===== config.mk =====
export PLATFORM = sky130hd
export DESIGN_NAME = mem_access_ctrl
export DESIGN_NICKNAME = d
export VERILOG_FILES = /design/src/rtl/mem_access_ctrl.sv
export SDC_FILE = /design/constraint.sdc
export NUM_CORES = 1
export LEC_CHECK = 0
export CORE_ASPECT_RATIO = 0.8
export CORE_MARGIN = 2
export CORE_UTILIZATION = 42
export DETAILED_ROUTE_END_ITERATION = 16
export GPL_TIMING_DRIVEN = 1
export PLACE_DENSITY = 0.8
export SLEW_MARGIN = 20
export SYNTH_ARGS = -nofsm -noshare
export SYNTH_HDL_FRONTEND = slang
export SYNTH_SLANG_ARGS = --single-unit
export TNS_END_PERCENT = 30

===== constraint.sdc =====
create_clock -name clk -period 2.45 [get_ports clk]
set_input_delay 0.3675 -clock clk [delete_from_list [all_inputs] [get_ports clk]]
set_output_delay 0.3675 -clock clk [all_outputs]
set_load 0.005 [all_outputs]

===== src/rtl/mem_access_ctrl.sv =====
`default_nettype none
// ============================================================================
// Module   : mem_access_ctrl
// Purpose  : MEM-stage load/store controller. Checks alignment and address
//            range, builds byte enables and lane-replicated store data, runs a
//            ready-handshake bus transaction while stalling the pipeline, and
//            returns the raw read word, byte offset and extension op for the
//            downstream load-extension stage.
// Ports    : clk, reset                  - clock, synchronous active-high reset
//            req_valid/we/op/addr/wdata  - access request from the MEM stage
//            stall                       - hold MEM and earlier stages
//            exc_adel / exc_ades         - load / store address fault
//            bus_req/we/addr/be/wdata    - registered bus request fields
//            bus_ready / bus_rdata       - slave completion and read data
//            resp_valid/rdata/a/op       - one-cycle completion pulse + data
// Revision : 1.0 - initial release
// ============================================================================
module mem_access_ctrl #(
    parameter logic [31:0] ADDR_LIMIT = 32'h0000_3000
) (
    input  logic        clk,
    input  logic        reset,
    input  logic        req_valid,
    input  logic        req_we,
    input  logic [2:0]  req_op,
    input  logic [31:0] req_addr,
    input  logic [31:0] req_wdata,
    output logic        stall,
    output logic        exc_adel,
    output logic        exc_ades,
    output logic        bus_req,
    output logic        bus_we,
    output logic [31:0] bus_addr,
    output logic [3:0]  bus_be,
    output logic [31:0] bus_wdata,
    input  logic        bus_ready,
    input  logic [31:0] bus_rdata,
    output logic        resp_valid,
    output logic [31:0] resp_rdata,
    output logic [1:0]  resp_a,
    output logic [2:0]  resp_op
);

    localparam logic [1:0] c_IDLE = 2'd0;
    localparam logic [1:0] c_BUSY = 2'd1;
    localparam logic [1:0] c_RESP = 2'd2;

    logic [1:0]  r_state;
    logic [1:0]  w_next;

    logic        r_bus_req;
    logic        r_bus_we;
    logic [31:0] r_bus_addr;
    logic [3:0]  r_bus_be;
    logic [31:0] r_bus_wdata;
    logic [1:0]  r_a;
    logic [2:0]  r_op;
    logic        r_resp_valid;
    logic [31:0] r_resp_rdata;
    logic [1:0]  r_resp_a;
    logic [2:0]  r_resp_op;

    logic        w_is_word;
    logic        w_is_byte;
    logic        w_is_half;
    logic        w_bad_op;
    logic        w_misalign;
    logic        w_fault;
    logic        w_idle;
    logic        w_accept;
    logic [3:0]  w_be;
    logic [31:0] w_wdata;

    // Access decode and fault detection
    assign w_is_word  = (req_op == 3'b000);
    assign w_is_byte  = (req_op == 3'b001) || (req_op == 3'b010);
    assign w_is_half  = (req_op == 3'b011) || (req_op == 3'b100);
    assign w_bad_op   = (req_op > 3'b100);
    assign w_misalign = (w_is_word && (req_addr[1:0] != 2'b00)) ||
                        (w_is_half && req_addr[0]);
    assign w_fault    = w_bad_op || w_misalign || (req_addr >= ADDR_LIMIT);

    assign w_idle   = (r_state == c_IDLE);
    assign w_accept = w_idle && req_valid && !w_fault;

    assign exc_adel = w_idle && req_valid && !req_we && w_fault;
    assign exc_ades = w_idle && req_valid &&  req_we && w_fault;

    // Byte enables (loads always read the full word) and store data replicated
    // across every lane the access width could land in.
    always_comb begin
        w_be    = 4'b1111;
        w_wdata = req_wdata;
        if (w_is_byte) begin
            w_wdata = {4{req_wdata[7:0]}};
            if (req_we) begin
                w_be = 4'b0001 << req_addr[1:0];
            end
        end else if (w_is_half) begin
            w_wdata = {2{req_wdata[15:0]}};
            if (req_we) begin
                w_be = req_addr[1] ? 4'b1100 : 4'b0011;
            end
        end
    end

    // Next state and stall
    always_comb begin
        w_next = r_state;
        stall  = 1'b0;
        case (r_state)
            c_IDLE: begin
                if (w_accept) begin
                    stall  = 1'b1;
                    w_next = c_BUSY;
                end
            end
            c_BUSY: begin
                stall = 1'b1;
                if (bus_ready) begin
                    w_next = c_RESP;
                end
            end
            c_RESP: begin
                // Pipeline advances at this edge; req_valid still shows the
                // finished instruction, so it is not looked at here.
                w_next = c_IDLE;
            end
            default: begin
                w_next = c_IDLE;
            end
        endcase
    end

    always_ff @(posedge clk) begin
        if (reset) begin
            r_state      <= c_IDLE;
            r_bus_req    <= 1'b0;
            r_bus_we     <= 1'b0;
            r_bus_addr   <= 32'd0;
            r_bus_be     <= 4'd0;
            r_bus_wdata  <= 32'd0;
            r_a          <= 2'd0;
            r_op         <= 3'd0;
            r_resp_valid <= 1'b0;
            r_resp_rdata <= 32'd0;
            r_resp_a     <= 2'd0;
            r_resp_op    <= 3'd0;
        end else begin
            r_state <= w_next;
            case (r_state)
                c_IDLE: begin
                    if (w_accept) begin
                        r_bus_req   <= 1'b1;
                        r_bus_we    <= req_we;
                        r_bus_addr  <= {req_addr[31:2], 2'b00};
                        r_bus_be    <= w_be;
                        r_bus_wdata <= w_wdata;
                        r_a         <= req_addr[1:0];
                        r_op        <= req_op;
                    end
                end
                c_BUSY: begin
                    if (bus_ready) begin
                        r_bus_req    <= 1'b0;
                        r_resp_valid <= 1'b1;
                        r_resp_rdata <= r_bus_we ? 32'd0 : bus_rdata;
                        r_resp_a     <= r_a;
                        r_resp_op    <= r_op;
                    end
                end
                c_RESP: begin
                    r_resp_valid <= 1'b0;
                end
                default: begin
                    r_resp_valid <= 1'b0;
                end
            endcase
        end
    end

    assign bus_req    = r_bus_req;
    assign bus_we     = r_bus_we;
    assign bus_addr   = r_bus_addr;
    assign bus_be     = r_bus_be;
    assign bus_wdata  = r_bus_wdata;
    assign resp_valid = r_resp_valid;
    assign resp_rdata = r_resp_rdata;
    assign resp_a     = r_resp_a;
    assign resp_op    = r_resp_op;

endmodule
`default_nettype wire


After elaboration in Yosys (flattened, before gate mapping)

Cells that the tools add are included.

Muxes and demuxes: 18
Order comparisons: 2
Equality and inequality tests: 7
Shift-type cells: 1
Bitwise operators: 1
Reduce and logical (&&, ||, !) cells: 24

Operators by type and width:

| kind                                                                                  | count |
|---|---|
| 32-bit two-way mux                                                                    | 3 |
| 32-bit by 14-bit greater-or-equal comparator with 1-bit output, second input constant | 1 |
| 4-bit two-way mux                                                                     | 5 |
| 1-bit logical AND                                                                     | 8 |
| 2-bit AND reduction                                                                   | 4 |
| 3-bit by 2-bit equality test with 1-bit output, second input constant                 | 2 |
| 1-bit case mux with 2 select lines                                                    | 3 |
| 1-bit logical OR                                                                      | 5 |
| 1-bit two-way mux                                                                     | 4 |
| 2-bit two-way mux                                                                     | 2 |
| 2-bit case mux with 2 select lines                                                    | 1 |
| 2-bit nonzero test                                                                    | 2 |
| 1-bit by 2-bit left shift with 4-bit output, first input constant                     | 1 |
| 3-bit by 1-bit equality test with 1-bit output, second input constant                 | 1 |
| 3-bit equality test, second input constant                                            | 1 |
| 3-bit > comparator, second input constant                                             | 1 |
| 3-bit zero test                                                                       | 1 |
| 3-bit AND reduction                                                                   | 1 |
| 2-bit by 1-bit equality test with 1-bit output, second input constant                 | 1 |
| 1-bit zero test                                                                       | 2 |
| 2-bit zero test                                                                       | 1 |
| 2-bit by 1-bit != test with 1-bit output, second input constant                       | 1 |
| 2-bit != test, second input constant                                                  | 1 |
| 1-bit NOT                                                                             | 1 |

Logic and storage cells: 65
Register bits: 113

Longest topological paths before layout

Depth in word-level cells: 10
Gate-level depth with buffers: 8
Depth with buffers taken out: 4

Worst setup path after synthesis

Ideal clock, no wire load.

Path type: input to output
Start point: in req_addr[31]
End point: out stall
Data arrival time: 1924 ps
Buffers on the path: 2
Data required time: 2082 ps
Stages: 6
Setup slack: 159 ps
Cell sequence: or4_4 a211o_1 buf_6 nor4_4 buf_6 or2_2

Longest elaborated chain between the ends: 6

RTL lines:

| element                                                        | line | source |
|---|---|---|
| from (decl)                                                    | 26   | `input logic [31:0] req_addr,` |
| 32-bit by 14-bit greater-or-equal comparator with 1-bit output | 81   | `assign w_fault = w_bad_op \|\| w_misalign \|\| (req_addr >= ADDR_LIMIT);` |
| 1-bit logical OR                                               | 81   |  |
| 1-bit zero test                                                | 84   | `assign w_accept = w_idle && req_valid && !w_fault;` |
| 1-bit logical AND                                              | 84   |  |
| 1-bit two-way mux                                              | 113  | `if (w_accept) begin` |
| 1-bit case mux with 2 select lines                             | 111  | `case (r_state)` |
| to (decl)                                                      | 28   | `output logic stall,` |

No other way between the ends.

Final worst setup path

Start point: in req_addr[13]
End point: out stall

Same word-level chain as after synthesis.

==> flow_summary.toml <==
[run_status]
status = "complete, no violations"

[clocking]
cts_buffer_depth = 2
clock_tree.htree_level_count = 4
clock_pin_slew_of_the_registers_on_the_worst_case_setup_and_hold_paths_ps = 50
clk_latency_ps = 400
clock_sink_count = 113
tritoncts_clock_tree = "done"
clock-root-buffer = "sky130_fd_sc_hd__clkbuf_16"
cts_made_buffers = 17

[setup_path]
crit_path_end_kind = "output port"
worst_path_max_delay_cell = "sky130_fd_sc_hd__clkdlybuf4s50_1"
worst-setup-path-type = "primary input to output port"
cp_num_buf_inv = 3
worstPathArrival_ps = 2070
critical_path_s_largest_stage_delay_ps = 420
crit_path_max_delay_family = "buffers and inverters"
setup.worst_path.start_class = "primary input"
critical_path_cell_sequence = "clkdlybuf4s50_1, a211o_1, a211o_1, buf_6, nor4_4, or2_4, buf_6"
setup.reg_to_reg.worst_slack_ps = 310
worst-endpoint-required_ps = 2080
worstPathMaxFanout = 2

[synthesis]
synth_seq_area_share = 0.4556
synth.most_common_cell = "sky130_fd_sc_hd__dfxtp_1"
synth_warnings = 0
netlist_area_mm2 = 0.004965
netlist_instances = 501
yosys.area.top_type = "sky130_fd_sc_hd__dfxtp_1"
postSynth.asyncResetShare = 0
syn_avg_cell_area_um2 = 9.910
ys_seq_elements = 113
synth_top_flop_cell = "sky130_fd_sc_hd__dfxtp_1"
synth_commonest_cells = "sky130_fd_sc_hd__dfxtp_1, sky130_fd_sc_hd__a21oi_1, sky130_fd_sc_hd__clkbuf_1, sky130_fd_sc_hd__a22o_1"
synth_area_leaders = "sky130_fd_sc_hd__dfxtp_1, sky130_fd_sc_hd__a22o_1, sky130_fd_sc_hd__a21oi_1, sky130_fd_sc_hd__o31ai_1, sky130_fd_sc_hd__mux2_2"
yosysUniqueCellTypes = 51
synthDominantCellAreaShare = 0.4556
edff_count_synth = 0

[placement]
dpl.hpwl_mm = 12.06
port_buffers = 212
place.gp.congestion = 0.8996
dpl_worst_slack_ps = -540.9
dp.cells = 851

[grt]
grt_util_met1 = 0.3365
grt_most_used_layer = "met2"
grt_start_max_net_pins = 49
number_of_global_route_vias_before_repair = 4993
wire_length_of_the_first_global_routing_pass_mm = 26.27
global_route.usage.total = 0.2578
met3_usage = 0.07607
grt-ovfl-total = 0
gr-usage-met2 = 0.4046
number_of_antenna_violations_at_the_first_check_in_global_routing = 0

[layout]
final_net_count = 830
areaGrowthSynthToFinish_pct = 61.54
antenna-diode-count = 0
instances_no_fill = 887
final_layout_size_suffix_gt1_frac = 0.1746
final_design_utilization = 0.6964

[power_and_ir_drop]
worst_ir_drop_vdd_mv = 0.4778
sw_frac_of_total = 0.2289
internal-power_uw = 3688
power.share.sequential = 0.384
static-leakage-power_uw = 0.002816
power_density_mw_per_mm2 = 596.3
clkPwrFrac = 0.521
comb_power_share = 0.094
power.net_switching_uw = 1095

[floorplanning]
die_width_um = 125.6
design.core.area_mm2 = 0.01152
floorplan.initialDensity = 0.4311
die-height_um = 101.2
row_count = 35
die-area_mm2 = 0.01271
num_io_pins = 215

[timing]
setup-violations-final = 0
fin_crit_ps = 2438
grt_setup_unrepaired = "true"
max_freq_mhz = 410.2
finalSetupTns_ps = 0
tightestPinTransition_ps = 660.5
timing.final.ws_setup_ps = 12.22
timing.max_slew.rel_slack = 0.5575
timing.final.max_slew_violations = 0
final_skew_ps = 6.525
hold_viol = 0
fin_crit_sh = 0.9950

[drt]
wirelength_mm = 16.94
via_count = 5113
route.detailed.vias_per_inst = 5.764
drc_errors = 0
drt_iter0_drc = 408
drt_first_pass_iters = 5
antenna_violating_nets_post_route = 0
average_wire_per_cell_in_the_routed_design_um = 19.10

[hold_path]
holdCritPathClass = "primary input to flop"

[flow_run]
timing.max_cap.violations = 0
## area by class of cell
| type | instances | area, um2 |
|---|---|---|
| flip-flops and latches | 113 | 2262 |
| inverters | 2 | 7.507 |
| well taps | 148 | 185.2 |
| clock buffers | 17 | 425.4 |
| fillers | 865 | 3497 |
| clock inverters | 15 | 183.9 |
| multi-input cells | 331 | 2467 |
| repair buffers | 261 | 2489 |
## stage by stage
step	hold WS, ps	power (uW)	area, um2
after global placement	442.0	2308	7360
after CTS	380.1	4816	7995
after floorplan	443.8	2062	4969
after detailed placement	442.7	2318	7360
final	398.8	4783	8020
after global routing	397.8	4945	8020
## power groups by stage
stage | combinational [uW] | clock (uW) | sequential, uW
final | 452 | 2490 | 1840
after global routing | 476 | 2630 | 1840
after CTS | 443 | 2540 | 1840
after detailed placement | 440 | 0 | 1880
after global placement | 430 | 0 | 1880
after floorplan | 184 | 0 | 1880
## cell families after synthesis
logic type             Yosys count  share of synthesized area
AO/OA/AOI/OAI                  176                     0.2755
AND/OR/NAND/NOR                118                     0.1363
XOR/XNOR                         3                   0.006806
other                            1                  0.0007553
buffers and inverters           58                    0.05645
flip-flops                     113                     0.4556
multiplexers                    32                    0.06855
## registers in the layout, indices dropped and copies added (netlist names), 2 cells and up
signal / cells
bus_wdata: 32
resp_a: 2
bus_be: 4
r_state: 2
r_op: 3
bus_addr: 30
r_a: 2
resp_rdata: 32
resp_op: 3
## timing repair
item,CTS,global route
hold buffers,0,0
gates cloned,0,0
resized for setup,16,7
hold endpoints to repair,0,0
pin swaps,5,4
buffers inserted,4,1
setup endpoints to repair,3,3
## per-layer routing
layer  share of wire  vias to the layer above
li1                -                     2386
met1            0.43                     2441
met2            0.45                      250
met3           0.091                       36
met4           0.025                        0
met5               0                        -
## final timing paths
path,end,start,depth (start not counted)
worst min register to register,bus_req,bus_req,2
worst min-delay path,r_state[1],reset,2
worst max register to register,bus_wdata[9],r_state[1],5
worst max-delay path,stall,req_addr[13],7
## placed cells by master, fill, tap and decap left out, drive strengths merged, types with 17 or more instances in the layout
cell type        n
clkdlybuf4s50  204
a22o            32
o31ai           26
nand2           24
buf             52
a21oi           39
clkbuf          17
dfxtp          113
and2            18
nand4           26
Power figures use the tool's default switching activity.
